<file path="src/rtl/tdm_demux_4x1_pkg.sv">
// Shared constants, state encoding and lane-slice helper for the TDM demux.
package tdm_pkg;

  localparam int NUM_SLOTS = 4;
  localparam int SLOT_W    = 2;

  typedef enum logic {
    HUNT   = 1'b0,
    LOCKED = 1'b1
  } state_e;

  // Bit offset of a lane inside the assembled frame word.
  function automatic int lane_off(input int slot, input int width);
    return slot * width;
  endfunction

endpackage

</file>
<file path="src/rtl/tdm_demux_4x1_if.sv">
// TDM stream in / parallel frame out bundle.
interface tdm_demux_4x1_if
  import tdm_pkg::*;
#(
  parameter int WIDTH = 1
);
  logic [WIDTH-1:0]           din;
  logic                       din_valid;
  logic                       frame_sync;
  logic [NUM_SLOTS*WIDTH-1:0] frame_data;
  logic                       frame_valid;
  logic                       locked;
  logic [SLOT_W-1:0]          slot;
  logic                       sync_err;

  modport master (
    output din, din_valid, frame_sync,
    input  frame_data, frame_valid, locked, slot, sync_err
  );

  modport slave (
    input  din, din_valid, frame_sync,
    output frame_data, frame_valid, locked, slot, sync_err
  );
endinterface

</file>
<file path="src/rtl/tdm_demux_4x1_sync_fsm.sv">
// Frame-lock FSM: tracks slot position, decides which lane a beat lands in,
// flags frame completion and framing violations.
module tdm_sync_fsm
  import tdm_pkg::*;
(
  input  logic              clk,
  input  logic              rst,
  input  logic              din_valid_i,
  input  logic              frame_sync_i,
  output logic              capture_en_o,
  output logic [SLOT_W-1:0] capture_slot_o,
  output logic              frame_done_o,
  output logic              sync_err_o,
  output logic              locked_o,
  output logic [SLOT_W-1:0] slot_o
);

  state_e            state_q, state_d;
  logic [SLOT_W-1:0] slot_q, slot_d;
  logic              err_q, err_d;

  // State, slot counter and the registered error pulse.
  always_ff @(posedge clk or posedge rst) begin
    if (rst) begin
      state_q <= HUNT;
      slot_q  <= '0;
      err_q   <= 1'b0;
    end else begin
      state_q <= state_d;
      slot_q  <= slot_d;
      err_q   <= err_d;
    end
  end

  // Next state and per-beat capture decisions; idle cycles change nothing.
  always_comb begin
    state_d        = state_q;
    slot_d         = slot_q;
    err_d          = 1'b0;
    capture_en_o   = 1'b0;
    capture_slot_o = slot_q;
    frame_done_o   = 1'b0;
    if (din_valid_i) begin
      unique case (state_q)
        HUNT: begin
          if (frame_sync_i) begin
            capture_en_o   = 1'b1;
            capture_slot_o = '0;
            slot_d         = SLOT_W'(1);
            state_d        = LOCKED;
          end
        end
        LOCKED: begin
          if (frame_sync_i && slot_q != '0) begin
            // Early sync: restart the frame on this beat.
            err_d          = 1'b1;
            capture_en_o   = 1'b1;
            capture_slot_o = '0;
            slot_d         = SLOT_W'(1);
          end else if (!frame_sync_i && slot_q == '0) begin
            // Missing sync: drop the beat and re-acquire.
            err_d   = 1'b1;
            slot_d  = '0;
            state_d = HUNT;
          end else begin
            capture_en_o = 1'b1;
            slot_d       = slot_q + SLOT_W'(1);
            frame_done_o = (slot_q == SLOT_W'(NUM_SLOTS - 1));
          end
        end
        default: state_d = HUNT;
      endcase
    end
  end

  assign sync_err_o = err_q;
  assign locked_o   = (state_q == LOCKED);
  assign slot_o     = slot_q;

endmodule

</file>
<file path="src/rtl/tdm_demux_4x1.sv">
// 4-slot TDM demux: stages slots a..c, then publishes {d,c,b,a} on the slot-3 beat.
module tdm_demux_4x1
  import tdm_pkg::*;
#(
  parameter int WIDTH     = 1,
  parameter int NUM_SLOTS_P = NUM_SLOTS
)(
  input  logic           clk,
  input  logic           rst,
  tdm_demux_4x1_if.slave bus
);

  logic                       capture_en;
  logic [SLOT_W-1:0]          capture_slot;
  logic                       frame_done;
  logic                       sync_err;
  logic                       locked;
  logic [SLOT_W-1:0]          slot;

  logic [NUM_SLOTS-2:0][WIDTH-1:0] stage_q, stage_d;
  logic [NUM_SLOTS*WIDTH-1:0]      frame_q, frame_d;
  logic                            fv_q;

  tdm_sync_fsm u_fsm (
    .clk            (clk),
    .rst            (rst),
    .din_valid_i    (bus.din_valid),
    .frame_sync_i   (bus.frame_sync),
    .capture_en_o   (capture_en),
    .capture_slot_o (capture_slot),
    .frame_done_o   (frame_done),
    .sync_err_o     (sync_err),
    .locked_o       (locked),
    .slot_o         (slot)
  );

  // Lanes a..c wait in staging; lane d goes straight into the frame word.
  always_comb begin
    stage_d = stage_q;
    frame_d = frame_q;
    for (int i = 0; i < NUM_SLOTS - 1; i++) begin
      if (capture_en && capture_slot == SLOT_W'(i))
        stage_d[i] = bus.din;
    end
    if (frame_done) begin
      for (int i = 0; i < NUM_SLOTS - 1; i++)
        frame_d[lane_off(i, WIDTH) +: WIDTH] = stage_q[i];
      frame_d[lane_off(NUM_SLOTS - 1, WIDTH) +: WIDTH] = bus.din;
    end
  end

  // Staging, frame word and the one-cycle frame_valid pulse.
  always_ff @(posedge clk or posedge rst) begin
    if (rst) begin
      stage_q <= '0;
      frame_q <= '0;
      fv_q    <= 1'b0;
    end else begin
      stage_q <= stage_d;
      frame_q <= frame_d;
      fv_q    <= frame_done;
    end
  end

  assign bus.frame_data  = frame_q;
  assign bus.frame_valid = fv_q;
  assign bus.locked      = locked;
  assign bus.slot        = slot;
  assign bus.sync_err    = sync_err;

  logic unused_ok;
  assign unused_ok = (NUM_SLOTS_P == NUM_SLOTS);

endmodule

</file>
<file path="src/flat_wrapper.sv">
// flat-port wrapper written by rule: the top's interface ports become plain ports
module tdm_demux_4x1_flat import tdm_pkg::*;
#(
  parameter int WIDTH     = 1,
  parameter int NUM_SLOTS_P = NUM_SLOTS
)
  (clk, rst, bus_din, bus_din_valid, bus_frame_sync, bus_frame_data, bus_frame_valid, bus_locked, bus_slot, bus_sync_err);
  tdm_demux_4x1_if #(.WIDTH(WIDTH)) bus_i ();
  input  logic clk;
  input  logic rst;
  input wire logic [$bits(bus_i.din)-1:0] bus_din;
  input wire logic [$bits(bus_i.din_valid)-1:0] bus_din_valid;
  input wire logic [$bits(bus_i.frame_sync)-1:0] bus_frame_sync;
  output wire logic [$bits(bus_i.frame_data)-1:0] bus_frame_data;
  output wire logic [$bits(bus_i.frame_valid)-1:0] bus_frame_valid;
  output wire logic [$bits(bus_i.locked)-1:0] bus_locked;
  output wire logic [$bits(bus_i.slot)-1:0] bus_slot;
  output wire logic [$bits(bus_i.sync_err)-1:0] bus_sync_err;
  assign bus_i.din = bus_din;
  assign bus_i.din_valid = bus_din_valid;
  assign bus_i.frame_sync = bus_frame_sync;
  assign bus_frame_data = bus_i.frame_data;
  assign bus_frame_valid = bus_i.frame_valid;
  assign bus_locked = bus_i.locked;
  assign bus_slot = bus_i.slot;
  assign bus_sync_err = bus_i.sync_err;
  tdm_demux_4x1 #(.WIDTH(WIDTH), .NUM_SLOTS_P(NUM_SLOTS_P)) u_core (.clk(clk), .rst(rst), .bus(bus_i));
endmodule
</file>
<file path="config.mk">
export PLATFORM = sky130hd
export DESIGN_NAME = tdm_demux_4x1_flat
export DESIGN_NICKNAME = d
export VERILOG_FILES = /design/src/rtl/tdm_demux_4x1_pkg.sv /design/src/rtl/tdm_demux_4x1_if.sv /design/src/rtl/tdm_demux_4x1_sync_fsm.sv /design/src/rtl/tdm_demux_4x1.sv /design/src/flat_wrapper.sv
export SDC_FILE = /design/constraint.sdc
export NUM_CORES = 1
export LEC_CHECK = 0
export CAP_MARGIN = 20
export CORE_MARGIN = 2
export CORE_UTILIZATION = 36
export DETAILED_ROUTE_END_ITERATION = 6
export HOLD_SLACK_MARGIN = 0.03
export MAX_ROUTING_LAYER = met4
export SLEW_MARGIN = 20
export SYNTH_ARGS = -nofsm -noshare
export SYNTH_HDL_FRONTEND = slang
export SYNTH_SLANG_ARGS = --single-unit
</file>
<file path="constraint.sdc">
create_clock -name clk -period 2.3 [get_ports clk]
set_input_delay 0.46 -clock clk [delete_from_list [all_inputs] [get_ports clk]]
set_output_delay 0.46 -clock clk [all_outputs]
set_load 0.01 [all_outputs]
</file>
-- After elaboration in Yosys (flattened, before gate mapping)
Cells that the tools add are included.
W data, S select, Z words.
- flip-flop bits (word level): 12
- output and inout port bits: 9
- word-level logic and storage cells: 45
- input bits: 5
- reductions and logical operators: 10
- bitwise operators: 1
- multiplexer cells: 21
- equality and inequality tests: 4
- add/subtract/negate cells: 1
- operators with widths (cell ; number):
    $mux W1 ; 12
    $mux W2 ; 6
    $pmux W2 S2 ; 2
    $logic_and A1 B1 Y1 ; 5
    $eq A2 B2 Y1 const B ; 2
    $logic_not A2 Y1 ; 2
    $add A2 B1 Y2 const B ; 1
    $eq A2 B1 Y1 const B ; 1
    $ne A2 B2 Y1 const B ; 1
    $pmux W1 S2 ; 1
    $reduce_and A2 Y1 ; 1
    $reduce_bool A2 Y1 ; 1
    $logic_not A1 Y1 ; 1
    $not A1 Y1 ; 1

-- Longest topological paths before layout
- word-level depth: 7
- gate-level depth with buffers: 7

-- Hierarchy
Synthesis repeated with hierarchy kept, for this count alone.
- cells, all modules: 47
- area, all modules: 583.1 µm²
- by module, submodules not included (module ; area each (µm²) ; cells each ; sequential area each (µm²) ; times used):
    tdm_demux_4x1 ; 310.3 ; 19 ; 200.2 ; 1
    tdm_sync_fsm ; 272.8 ; 28 ; 100.1 ; 1

-- Worst setup path before layout
OpenSTA, ideal clock, no wires.
- path kind: reg2reg
- start: register u_core.u_fsm.slot_q[0] (netlist: u_core.u_fsm.slot_o[0])
- end: register u_core.stage_q[0] (netlist bit)
- stages on the path, launching flop included: 8
- slack: 0.467 ns
- path buffers: 0
- data arrival time: 1.705 ns
- path through: dfrtp_1 > inv_1 > ha_1 > inv_1 > ha_1 > mux2_4 > o211ai_2 > mux2_1
- longest elaborated chain between the ends: 7
- elaborated cells between the ends (all ways): 14
- those cells by class: mux (8); reduce/logical (6)
- RTL lines (item ; line ; text):
    from (decl) ; tdm_demux_4x1_sync_fsm.sv:19 ; logic [SLOT_W-1:0] slot_q, slot_d;
    from (signal assigned) ; tdm_demux_4x1_sync_fsm.sv:30 ; slot_q <= slot_d;
    $logic_not A2 Y1 or $reduce_bool A2 Y1 (tied branches) ; tdm_demux_4x1_sync_fsm.sv:60, tdm_demux_4x1_sync_fsm.sv:54 ;
    $logic_and A1 B1 Y1 (on tied branches) ; tdm_demux_4x1_sync_fsm.sv:60, tdm_demux_4x1_sync_fsm.sv:54 ;
    $mux W1 or $mux W2 (tied branches) ; tdm_demux_4x1_sync_fsm.sv:60, tdm_demux_4x1_sync_fsm.sv:54 ;
    $mux W1 or $pmux W2 S2 (tied branches) ; tdm_demux_4x1_sync_fsm.sv:54, tdm_demux_4x1_sync_fsm.sv:44 ;
    $pmux W1 S2 or $mux W2 (tied branches) ; tdm_demux_4x1_sync_fsm.sv:44, tdm_demux_4x1_sync_fsm.sv:43 ;
    $mux W1 or $logic_not A2 Y1 (tied branches) ; tdm_demux_4x1_sync_fsm.sv:43, tdm_demux_4x1.sv:42 ;
    $logic_and A1 B1 Y1 * ; tdm_demux_4x1.sv:42 ; if (capture_en && capture_slot == SLOT_W'(i))
    to (signal assigned) ; tdm_demux_4x1.sv:59 ; stage_q <= stage_d;
    to (decl) ; tdm_demux_4x1.sv:20 ; logic [NUM_SLOTS-2:0][WIDTH-1:0] stage_q, stage_d;
Mark *: on every way between the ends. The rest lies on a longest branch, timed or not.
A chain may end at the register's enable or synchronous reset.

-- Worst setup path after layout
- start: register u_core.u_fsm.slot_q[0] (netlist: u_core.u_fsm.slot_o[0])
- end: register u_core.stage_q[2] (netlist bit)
- longest elaborated chain between the ends: 7
- elaborated cells between the ends (all ways): 14
- those cells by class: eq/ne (1); mux (8); reduce/logical (5)
- RTL lines (item ; line):
    $reduce_bool A2 Y1 or $logic_not A2 Y1 (tied branches) ; tdm_demux_4x1_sync_fsm.sv:54, tdm_demux_4x1_sync_fsm.sv:60
    $logic_and A1 B1 Y1 (on tied branches) ; tdm_demux_4x1_sync_fsm.sv:54, tdm_demux_4x1_sync_fsm.sv:60
    $mux W2 or $mux W1 (tied branches) ; tdm_demux_4x1_sync_fsm.sv:54, tdm_demux_4x1_sync_fsm.sv:60
    $pmux W2 S2 or $mux W1 (tied branches) ; tdm_demux_4x1_sync_fsm.sv:44, tdm_demux_4x1_sync_fsm.sv:54
    $mux W2 or $pmux W1 S2 (tied branches) ; tdm_demux_4x1_sync_fsm.sv:43, tdm_demux_4x1_sync_fsm.sv:44
    $eq A2 B2 Y1 or $mux W1 (tied branches) ; tdm_demux_4x1.sv:42, tdm_demux_4x1_sync_fsm.sv:43
    $logic_and A1 B1 Y1 * ; tdm_demux_4x1.sv:42
Marks and branches as above.

==> flow_metrics.tcl <==
set metrics [dict create \
    status "finished, final reports clean" \
    postSynthCellCount 56 \
    place_congestion 0.8029 \
    required_ns 2.46 \
    slew_viol_final 0 \
    met3_usage 0.03968 \
    busiest_layer "met2" \
    rows 15 \
    worstMarginPinSlew_ns 0.4508 \
    cts_tree "built" \
    clock_path_buffers 2 \
    wl_um 1050 \
    hp-class "in -> async" \
    dp_slack_ns 0.2034 \
    max_cap_violations 0 \
    p_leak_nw 0.3795 \
    path_clk_slew_ns 0.07 \
    yosysUniqueCellTypes 21 \
    syn-num-nets 66 \
    synth-edff-count 0 \
    rsz0062_at_grt "no" \
    gr-usage-met1 0.1605 \
    drive_gt1_frac 0.1667 \
    cts_sinks 12 \
    drt_iter0_drc 1 \
    holdWs_ns 0.4943 \
    ys_ff_latch 12 \
    setup_viol 0 \
    grt_overflow 0 \
    synthArstFlopShare 1.000 \
    drt_first_pass_iters 5 \
    antenna_found_initial 0 \
    insertedDiodeCount 0 \
    fmax_mhz 511.7 \
    ys_seq_area_frac 0.4829 \
    fin_ws_ns 0.3458 \
    cts_resized 0 \
    avgSynthCellArea_um2 11.10 \
    relSlewSlack 0.6991 \
    setup.worst_path.class "reg -> reg" \
    cp_max_fo 7 \
    cts_buffers 3 \
    drc 0 \
    dp_hpwl_um 801.7 \
    hold_viol_final 0 \
    finalCritPeriodShare 0.8496 \
    cts_setup_buffers 0 \
    vias_per_cell 5.079 \
    fillers 169 \
    worstSkewPairLatency_ns 0.27 \
    grt.met2_usage 0.1746 \
    vias 452 \
    power_density_nw_per_um2 1030 \
    dieArea_um2 2076 \
    chipHeight_um 45.56 \
    arrival_ns 2.11 \
    num_io_pins 14 \
    postRouteAntennaNets 0 \
    layout.nets 83 \
    grt_pass1_wl_um 1780 \
    crit_path_end_kind "flip-flop" \
    fin_setup_tns_ns 0 \
    ctsHtreeMaxLevel 1 \
    cts_hold_buf 0 \
    vdd_drop_max_uv 437.1 \
    grt_usage 0.1261 \
    grt_max_degree 13 \
    numPortBuffers 13 \
    ys.flop_type "dfrtp_1" \
    syn_to_final_growth_pct 28.37 \
    finalPower_uw 822.0 \
    clock-skew-final_ns 0.002129 \
    dieWidth_um 45.56 \
    coreArea_um2 1670 \
    clock-root-buffer "clkbuf_4" \
    yosysWarnings 0 \
    critPathLaunchType "flip-flop" \
    netlist_area_um2 621.8 \
    routedWlPerCell_um 11.80 \
    initial_utilization 0.3723 \
    period_needed_ns 1.954 \
    grt_pass1_vias 418 \
]
[sequential cells by signal, indices dropped and copies added, names as in the netlist]
signal and count:
u_core.u_fsm.slot_o 2, u_core.u_fsm.locked_o 1, u_core.bus.frame_valid 1, u_core.stage_q 3, u_core.bus.frame_data 4, u_core.u_fsm.sync_err_o 1
[report_power, final]
group / internal, mW / switching [mW] / leakage [nW]
logic: 0.185 / 0.129 / 0.211
clock network: 0.0961 / 0.0679 / 0.0210
registers: 0.287 / 0.0558 / 0.148
[worst max-delay path, stage by stage, from the launching register on]
cell and delay (ns):
dfrtp_1 0.46, inv_1 0.13, ha_1 0.21, inv_1 0.06, ha_1 0.19, nand3b_1 0.20
nor4_1 0.24, mux2_2 0.37
[final timing paths]
path	startpoint	endpoint	slack, ns	depth (start not counted)
hold reg to reg	u_core.stage_q[0]$_DFFE_PP0P_	u_core.stage_q[0]$_DFFE_PP0P_	0.50	1
hold / removal	rst	u_core.stage_q[0]$_DFFE_PP0P_	0.49	2
setup reg to reg	u_core.u_fsm.slot_o[0]$_DFFE_PP0P_	u_core.stage_q[2]$_DFFE_PP0P_	0.35	7
max in group asynchronous	rst	u_core.u_fsm.locked_o$_DFFE_PP0P_	1.50	2
min in group clk	u_core.stage_q[0]$_DFFE_PP0P_	u_core.stage_q[0]$_DFFE_PP0P_	0.50	1
setup / recovery	u_core.u_fsm.slot_o[0]$_DFFE_PP0P_	u_core.stage_q[2]$_DFFE_PP0P_	0.35	7
[layer usage]
metal,wire length (µm),part of all wire
met4,7,0.0067
met2,481,0.46
met5,0,0
met3,58,0.055
met1,503,0.48
[Yosys cell counts, types with 2 or more instances]
cell     number  area [µm²]
a21oi_1       2       10.01
mux2_2        5       56.30
inv_1         7       26.28
o21ai_0       3       15.01
dfrtp_1      12       300.3
nor2_1        4       15.01
ha_1          5       62.56
nand2_1       5       18.77
[per-stage QoR]
stage | util | instance area [µm²] | cells
after floorplan | - | 621.8 | 56
after global placement | 0.4562 | 762.0 | 85
after detailed placement | 0.4562 | 762.0 | 85
after CTS | 0.4779 | 798.3 | 89
after global routing | 0.4779 | 798.3 | 89
final | 0.4779 | 798.3 | 89
[layout make-up]
type	instances	area, µm²	area share
clock buffers	4	36.28	0.04545
repair buffers	13	130.1	0.1630
inverters	7	26.28	0.03292
well taps	17	21.27	0.02665
flip-flops and latches	12	300.3	0.3762
multi-input cells	36	284.0	0.3558
[cell usage in the layout (no fill, tap or decap)]
cell,n
nor4_1,1
dfrtp_1,12
nand2_2,1
mux2_2,5
mux2_4,1
nand2_1,5
clkdlybuf4s50_1,13
nand3b_1,1
clkbuf_8,1
nor2_1,4
and3b_1,1
a21o_1,1
a21oi_1,2
o21ai_0,3
o211ai_1,1
o21a_1,1
clkbuf_4,3
o31ai_1,1
inv_1,7
ha_1,5
mux2_1,1
o211ai_2,1
nand4b_1,1
[kinds of logic (layout without fill, tap and decap cells)]
group,Yosys count,in the layout,share of synthesized area
AND/OR/NAND/NOR,14,14,0.1147
flip-flops,12,12,0.4829
AO/OA/AOI/OAI,10,10,0.1087
buffers and inverters,8,24,0.06037
multiplexers,7,7,0.1328
adder cells (fa/ha/maj),5,5,0.1006
(Power assumes the default switching activity.)
